**src/rtl/mem_arb_pkg.sv**
```systemverilog
// mem_arb_pkg
//   Shared definitions for the data-RAM arbiter slice: FSM state encoding,
//   requester port indices, the default read-timeout and a small helper that
//   turns a port index into a one-hot per-port pulse vector.
package mem_arb_pkg;

  typedef enum logic [1:0] {
    IDLE      = 2'd0,
    CLEAR     = 2'd1,
    WRITE     = 2'd2,
    READ_WAIT = 2'd3
  } arb_state_t;

  // Requester port indices
  localparam int unsigned PORT_CU  = 0;  // control unit load/store path
  localparam int unsigned PORT_DBG = 1;  // debug/DMA loader

  // Default maximum number of cycles to wait for mem_out_valid
  localparam int unsigned RD_TIMEOUT_DEF = 7;

  // One-hot per-port vector for a winner index (0 = PORT_CU, 1 = PORT_DBG)
  function automatic logic [1:0] port_mask(input logic p);
    return p ? 2'b10 : 2'b01;
  endfunction

endpackage

```
**src/rtl/mem_arbiter_rr_pick2.sv**
```systemverilog
// rr_pick2
//   Combinational two-way selector used by mem_arbiter's IDLE decision.
//   Default build: round-robin -- on a tie the port NOT granted last wins.
//   With MEM_ARB_FIXED_PRIO_EN defined: PORT_CU always wins a tie and the
//   last-grant input is ignored.
//
// Ports
//   req    in  2  per-port request
//   last   in  1  index of the port granted last
//   valid  out 1  at least one port requests
//   win    out 1  winning port index (0 = PORT_CU, 1 = PORT_DBG)
module rr_pick2
  import mem_arb_pkg::*;
(
  input  logic [1:0] req,
  input  logic       last,
  output logic       valid,
  output logic       win
);

`ifdef MEM_ARB_FIXED_PRIO_EN
  logic unused_last;

  always_comb begin
    unused_last = last;
    valid       = |req;
    win         = req[PORT_DBG] && !req[PORT_CU];
  end
`else
  always_comb begin
    valid = |req;
    // PORT_DBG wins when it is alone, or on a tie when PORT_CU was granted last
    win   = req[PORT_DBG] && (!req[PORT_CU] || (last == 1'b0));
  end
`endif

endmodule

```
**src/rtl/mem_arbiter.sv**
```systemverilog
// mem_arbiter
//   Two-port arbiter and sequencer for the 16x8 data RAM. Port 0 (PORT_CU)
//   is the control unit's load/store path, port 1 (PORT_DBG) the debug/DMA
//   loader. Also serialises whole-RAM clear requests. All outputs are
//   registered; the block owns every RAM control signal.
//
//   Build option: MEM_ARB_FIXED_PRIO_EN -- when defined, port 0 always wins
//   a tie and no last-grant pointer is kept; otherwise ties alternate.
//
// Parameters
//   ADDR_W      RAM address width (default 4)
//   DATA_W      RAM data width (default 8)
//   RD_TIMEOUT  max cycles waiting for mem_out_valid, legal 1..15 (default 7)
//
// Ports
//   clk            in   system clock, rising edge
//   reset_n        in   asynchronous active-low reset
//   clr_req        in   whole-RAM clear request (level)
//   req[1:0]       in   per-port request (level)
//   we[1:0]        in   per-port write enable (1 write, 0 read)
//   addr           in   per-port address, port i at [i*ADDR_W +: ADDR_W]
//   wdata          in   per-port write data, port i at [i*DATA_W +: DATA_W]
//   gnt[1:0]       out  one-cycle pulse: request accepted
//   done[1:0]      out  one-cycle pulse: transaction completed
//   clr_done       out  one-cycle pulse: clear completed
//   rdata          out  read data, valid with done
//   err            out  read timed out, valid with done
//   busy           out  state is not IDLE
//   mem_rw         out  RAM write strobe (high only in WRITE)
//   mem_clr        out  RAM clear strobe
//   mem_address    out  RAM address
//   mem_data_in    out  RAM write data
//   mem_data_out   in   RAM read data
//   mem_out_valid  in   RAM read data valid
module mem_arbiter
  import mem_arb_pkg::*;
#(
  parameter int unsigned ADDR_W     = 4,
  parameter int unsigned DATA_W     = 8,
  parameter int unsigned RD_TIMEOUT = RD_TIMEOUT_DEF
) (
  input  logic                clk,
  input  logic                reset_n,
  input  logic                clr_req,
  input  logic [1:0]          req,
  input  logic [1:0]          we,
  input  logic [2*ADDR_W-1:0] addr,
  input  logic [2*DATA_W-1:0] wdata,
  output logic [1:0]          gnt,
  output logic [1:0]          done,
  output logic                clr_done,
  output logic [DATA_W-1:0]   rdata,
  output logic                err,
  output logic                busy,
  output logic                mem_rw,
  output logic                mem_clr,
  output logic [ADDR_W-1:0]   mem_address,
  output logic [DATA_W-1:0]   mem_data_in,
  input  logic [DATA_W-1:0]   mem_data_out,
  input  logic                mem_out_valid
);

  localparam int unsigned      CNT_W = 4;
  localparam logic [CNT_W-1:0] TMO   = CNT_W'(RD_TIMEOUT);

  arb_state_t        state;
  logic              win_q;
  logic [CNT_W-1:0]  cnt;
  logic [CNT_W-1:0]  cnt_nxt;
  logic              last_gnt;
  logic              pick_valid;
  logic              pick_win;
  logic              take;
  logic [ADDR_W-1:0] sel_addr;
  logic [DATA_W-1:0] sel_wdata;
  logic              sel_we;

  rr_pick2 u_pick (
    .req   (req),
    .last  (last_gnt),
    .valid (pick_valid),
    .win   (pick_win)
  );

  always_comb begin
    take      = (state == IDLE) && !clr_req && pick_valid;
    sel_addr  = pick_win ? addr[ADDR_W +: ADDR_W]   : addr[0 +: ADDR_W];
    sel_wdata = pick_win ? wdata[DATA_W +: DATA_W]  : wdata[0 +: DATA_W];
    sel_we    = pick_win ? we[PORT_DBG]             : we[PORT_CU];
    cnt_nxt   = cnt + CNT_W'(1);
  end

`ifdef MEM_ARB_FIXED_PRIO_EN
  always_comb last_gnt = 1'b1;
`else
  // Reset to 1 so that PORT_CU wins the first tie
  always_ff @(posedge clk or negedge reset_n) begin
    if (!reset_n) begin
      last_gnt <= 1'b1;
    end else if (take) begin
      last_gnt <= pick_win;
    end
  end
`endif

  always_ff @(posedge clk or negedge reset_n) begin
    if (!reset_n) begin
      state       <= IDLE;
      win_q       <= 1'b0;
      cnt         <= '0;
      gnt         <= '0;
      done        <= '0;
      clr_done    <= 1'b0;
      rdata       <= '0;
      err         <= 1'b0;
      busy        <= 1'b0;
      mem_rw      <= 1'b0;
      mem_clr     <= 1'b0;
      mem_address <= '0;
      mem_data_in <= '0;
    end else begin
      // Pulse outputs default low every cycle
      gnt      <= '0;
      done     <= '0;
      clr_done <= 1'b0;

      case (state)
        IDLE: begin
          if (clr_req) begin
            mem_clr <= 1'b1;
            busy    <= 1'b1;
            state   <= CLEAR;
          end else if (take) begin
            gnt         <= port_mask(pick_win);
            win_q       <= pick_win;
            mem_address <= sel_addr;
            mem_data_in <= sel_wdata;
            cnt         <= '0;
            busy        <= 1'b1;
            if (sel_we) begin
              mem_rw <= 1'b1;
              state  <= WRITE;
            end else begin
              state  <= READ_WAIT;
            end
          end
        end

        CLEAR: begin
          mem_clr  <= 1'b0;
          clr_done <= 1'b1;
          busy     <= 1'b0;
          state    <= IDLE;
        end

        WRITE: begin
          mem_rw <= 1'b0;
          done   <= port_mask(win_q);
          err    <= 1'b0;
          busy   <= 1'b0;
          state  <= IDLE;
        end

        READ_WAIT: begin
          // Valid data takes precedence over a timeout landing in the same cycle
          if (mem_out_valid) begin
            rdata <= mem_data_out;
            err   <= 1'b0;
            done  <= port_mask(win_q);
            busy  <= 1'b0;
            state <= IDLE;
          end else if (cnt_nxt == TMO) begin
            rdata <= '0;
            err   <= 1'b1;
            done  <= port_mask(win_q);
            busy  <= 1'b0;
            state <= IDLE;
          end else begin
            cnt <= cnt_nxt;
          end
        end
      endcase
    end
  end

endmodule

```
**config.mk**
```make
export PLATFORM = sky130hd
export DESIGN_NAME = mem_arbiter
export DESIGN_NICKNAME = d
export VERILOG_FILES = /design/src/rtl/mem_arb_pkg.sv /design/src/rtl/mem_arbiter_rr_pick2.sv /design/src/rtl/mem_arbiter.sv
export SDC_FILE = /design/constraint.sdc
export NUM_CORES = 1
export LEC_CHECK = 0
export BUFFER_PORTS_ARGS = -buffer_cell sky130_fd_sc_hd__buf_2
export CORE_UTILIZATION = 50
export DETAILED_ROUTE_END_ITERATION = 12
export PLACE_DENSITY = 0.92
export SETUP_SLACK_MARGIN = 0.3
export SLEW_MARGIN = 20
export SYNTH_ARGS = -nofsm -noshare
export SYNTH_HDL_FRONTEND = slang
export SYNTH_SLANG_ARGS = --single-unit
```
**constraint.sdc**
```tcl
create_clock -name clk -period 2.89 [get_ports clk]
set_input_delay 0.1445 -clock clk [delete_from_list [all_inputs] [get_ports clk]]
set_output_delay 0.1445 -clock clk [all_outputs]
set_load 0.03 [all_outputs]
```
==> impl_metrics.yaml <==
timing:
  fin_tns_setup_ns: 0
  rsz0062_at_grt: "false"
  hold_viol: 0
  tightest_slew_ns: 0.803
  period_needed_ns: 1.87
  min_period_over_period: 0.647
  max_freq_mhz: 534
  setup-violations-final: 0
  slew_headroom: 0.465
  drv_slew: 0
  clock_skew_ns: 0.00497
critical_path:
  crit_family: "simple AND/OR/NAND/NOR gates"
  slowest_delay_ns: 0.46
  arrival_ns: 2.13
  critPathBufInv: 0
  cp.required_ns: 3.14
  cp-start-kind: "flip-flop"
  crit_chain: "ha_1 -> nand2_1 -> nor3_1 -> or3_1 -> mux2i_1"
  critPathCaptureType: "flip-flop"
  slowest_stage: "dfrtp_1"
  cp_max_fo: 7
  crit_type: "reg2reg"
clock_network:
  clock_insertion_delay_worst_skew_ns: 0.33
  cts_tree: "built"
  htreeDepth: 2
  clockBufferDepth: 2
  post_cts_buffers: 0
  cts_buffers: 5
  cts.sinks: 37
  clk_pin_slew_ns: 0.11
  ctsRootBufferMaster: "clkbuf_4"
power:
  power_density_mw_per_mm2: 1030
  p_leak_nw: 1.12
  ir_worst_vdd_mv: 0.563
floorplanning:
  die_y_um: 58.6
  boundaryPins: 69
  die_area_mm2: 0.00343
  die_w_um: 58.6
  fp-row-count: 20
  coreArea_mm2: 0.00305
  initial_utilization: 0.525
finish:
  n_fill_cell: 247
  layout-drive-gt1-share: 0.401
  areaGrowthSynthToFinish_pct: 25.4
  antenna_cells: 0
  fin_nets: 243
  post-route-util: 0.658
logic_synthesis:
  synth_top_family_by_area: "compound AO/OA/AOI/OAI gates"
  synth.net_count: 175
  ys_warn_count: 0
  yosysUniqueCellTypes: 41
  synth_cells: 133
  synthAdderAreaFrac: 0.0156
  synthXorXnorAreaFrac: 0.00547
  syn-cell-area_mm2: 0.00160
  ys_ff_latch: 37
  ys_seq_area_frac: 0.579
  muxShareOfSynthArea: 0.0188
  synth-compound-area-share: 0.205
  avgSynthCellArea_um2: 12.0
  synth-simple-area-share: 0.113
route:
  postRouteAntennaNets: 0
  drt-pass1-iter-count: 4
  vias_per_cell: 5.33
  dr_total_vias: 1311
  avgRoutedWirePerCell_um: 13.8
  drt-total-wl_um: 3390
  initialDrtViolationCount: 76
  drc: 0
global_route:
  antenna_found_initial: 0
  grt_overflow_total: 0
  grt_pass1_vias: 1117
  grtUsageTotal: 0.201
  grt_max_degree: 38
  grt_pass1_wl_um: 5180
placement:
  place.gp.congestion: 0.797
  io_buffers: 68
  hpwlAfterDp_um: 2480
min_path:
  min_path_type: "in2reg"
outcome:
  status: "completed"
job:
  cap_viol_max_count: 0
state kept, by name, indices dropped and copies added (netlist names):
signal       flops
mem_address      4
cnt              4
done             2
mem_clr          1
busy             1
gnt              2
clr_done         1
rdata            8
last_gnt         1
state            2
mem_data_in      8
win_q            1
mem_rw           1
err              1
worst paths after layout:
check                                         from                          to  slack, ns  cells past startpoint
worst max-delay path            cnt[0]$_DFFE_PN0P_          cnt[0]$_DFFE_PN0P_       1.02                      5
worst min-delay path                      wdata[8]  mem_data_in[0]$_DFFE_PN0P_       0.04                      3
worst max register to register  cnt[0]$_DFFE_PN0P_          cnt[0]$_DFFE_PN0P_       1.02                      5
worst min register to register   win_q$_DFFE_PN0P_           done[0]$_DFF_PN0_       0.47                      1
max in group asynchronous                  reset_n             err$_DFFE_PN0P_       1.97                      2
min in group asynchronous                  reset_n  mem_data_in[1]$_DFFE_PN0P_       0.43                      2
routing by layer:
metal,up-vias,part of all wire,global-route usage,wire (µm)
met5,-,0,0,0
met4,0,0.010,0.0578,34
met3,4,0.046,0.0484,155
met2,45,0.51,0.317,1730
met1,636,0.43,0.280,1470
li1,626,-,-,-
worst min-delay path, cell delays in order:
cell      delay, ns
buf_2          0.07
a222oi_1       0.07
inv_1          0.05
layout make-up:
type                            instances  area, µm²  area share
Timing Repair Buffer                   69        350       0.174
Sequential cell                        37        927       0.462
Clock inverter                          1       5.00     0.00249
Multi-Input combinational cell         74        573       0.285
Clock buffer                            7       45.0      0.0224
Inverter                               14       52.6      0.0262
Tap cell                               44       55.1      0.0274
logic make-up (layout without fill, tap and decap cells):
| logic type | after synthesis | count (layout) |
|---|---|---|
| XOR/XNOR | 1 | 1 |
| AND/OR/NAND/NOR | 33 | 33 |
| AO/OA/AOI/OAI | 35 | 35 |
| flip-flops | 37 | 37 |
| multiplexers | 3 | 3 |
| adder cells (fa/ha/maj) | 2 | 2 |
| buffers and inverters | 22 | 91 |
synth_stat cells:
library cell / number / area share
nor3_2: 1 / 0.0063
dfstp_2: 1 / 0.016
nor2_1: 6 / 0.014
nor2b_1: 1 / 0.0039
nand4b_1: 1 / 0.0055
a21o_1: 2 / 0.0094
or2_2: 1 / 0.0039
nor4_1: 1 / 0.0039
nor3_1: 2 / 0.0063
inv_1: 14 / 0.033
dfrtp_1: 36 / 0.56
nor3b_1: 1 / 0.0047
and2b_1: 1 / 0.0047
a222oi_1: 12 / 0.075
o22a_1: 1 / 0.0055
buf_4: 2 / 0.0094
o31ai_1: 2 / 0.0094
buf_2: 3 / 0.0094
nand2_1: 7 / 0.016
or3_1: 1 / 0.0039
a21oi_1: 2 / 0.0063
mux2i_1: 3 / 0.019
and3_1: 3 / 0.012
buf_6: 1 / 0.0070
a21o_2: 1 / 0.0055
xor2_1: 1 / 0.0055
o21ai_0: 2 / 0.0063
buf_1: 1 / 0.0023
o211ai_1: 1 / 0.0047
ha_1: 2 / 0.016
or4b_1: 1 / 0.0063
and2_1: 1 / 0.0039
o21ai_2: 1 / 0.0055
a21boi_1: 1 / 0.0047
nand3b_1: 1 / 0.0047
clkbuf_1: 1 / 0.0023
nand3_1: 3 / 0.0094
o311ai_4: 1 / 0.016
a211oi_4: 1 / 0.013
a22o_1: 8 / 0.044
nand2b_1: 1 / 0.0039
through the flow:
stage / instances / hold slack, ns / power [mW] / instance area (µm²) / setup slack, ns
final: 246 / 0.0357 / 2.07 / 2010 / 1.02
after global routing: 246 / 0.0201 / 2.20 / 2010 / 0.759
after CTS: 246 / 0.0251 / 2.08 / 2010 / 1.00
after detailed placement: 237 / 0.269 / 1.83 / 1950 / 1.03
after global placement: 237 / 0.260 / 1.80 / 1950 / 1.15
after floorplan: 133 / -0.151 / 1.55 / 1600 / 1.25
what timing repair did:
| item | CTS | global route |
|---|---|---|
| hold buffers | 1 | 0 |
| resized for setup | 0 | 0 |
| endpoints found under the hold margin | 36 | 0 |
power by group:
part / leakage [nW] / internal (mW) / total (mW) / switching, mW
Clock: 0.0293 / 0.0949 / 0.254 / 0.159
Sequential: 0.470 / 0.731 / 0.879 / 0.147
Combinational: 0.619 / 0.322 / 0.936 / 0.614
Total: 1.12 / 1.15 / 2.07 / 0.921
cells in the final DEF, fill, tap and decap left out, types with 2 or more instances in the layout:
| cell | n |
|---|---|
| nand3_1 | 3 |
| nor2_1 | 6 |
| o31ai_1 | 2 |
| a222oi_1 | 12 |
| dfrtp_1 | 36 |
| nor3_1 | 2 |
| mux2i_1 | 3 |
| o21ai_0 | 2 |
| clkbuf_4 | 5 |
| nand2_1 | 7 |
| buf_2 | 68 |
| a21oi_1 | 2 |
| clkbuf_1 | 2 |
| a22o_1 | 8 |
| ha_1 | 2 |
| and3_1 | 3 |
| inv_1 | 14 |
| a21o_1 | 2 |
(Power assumes the default switching activity.)
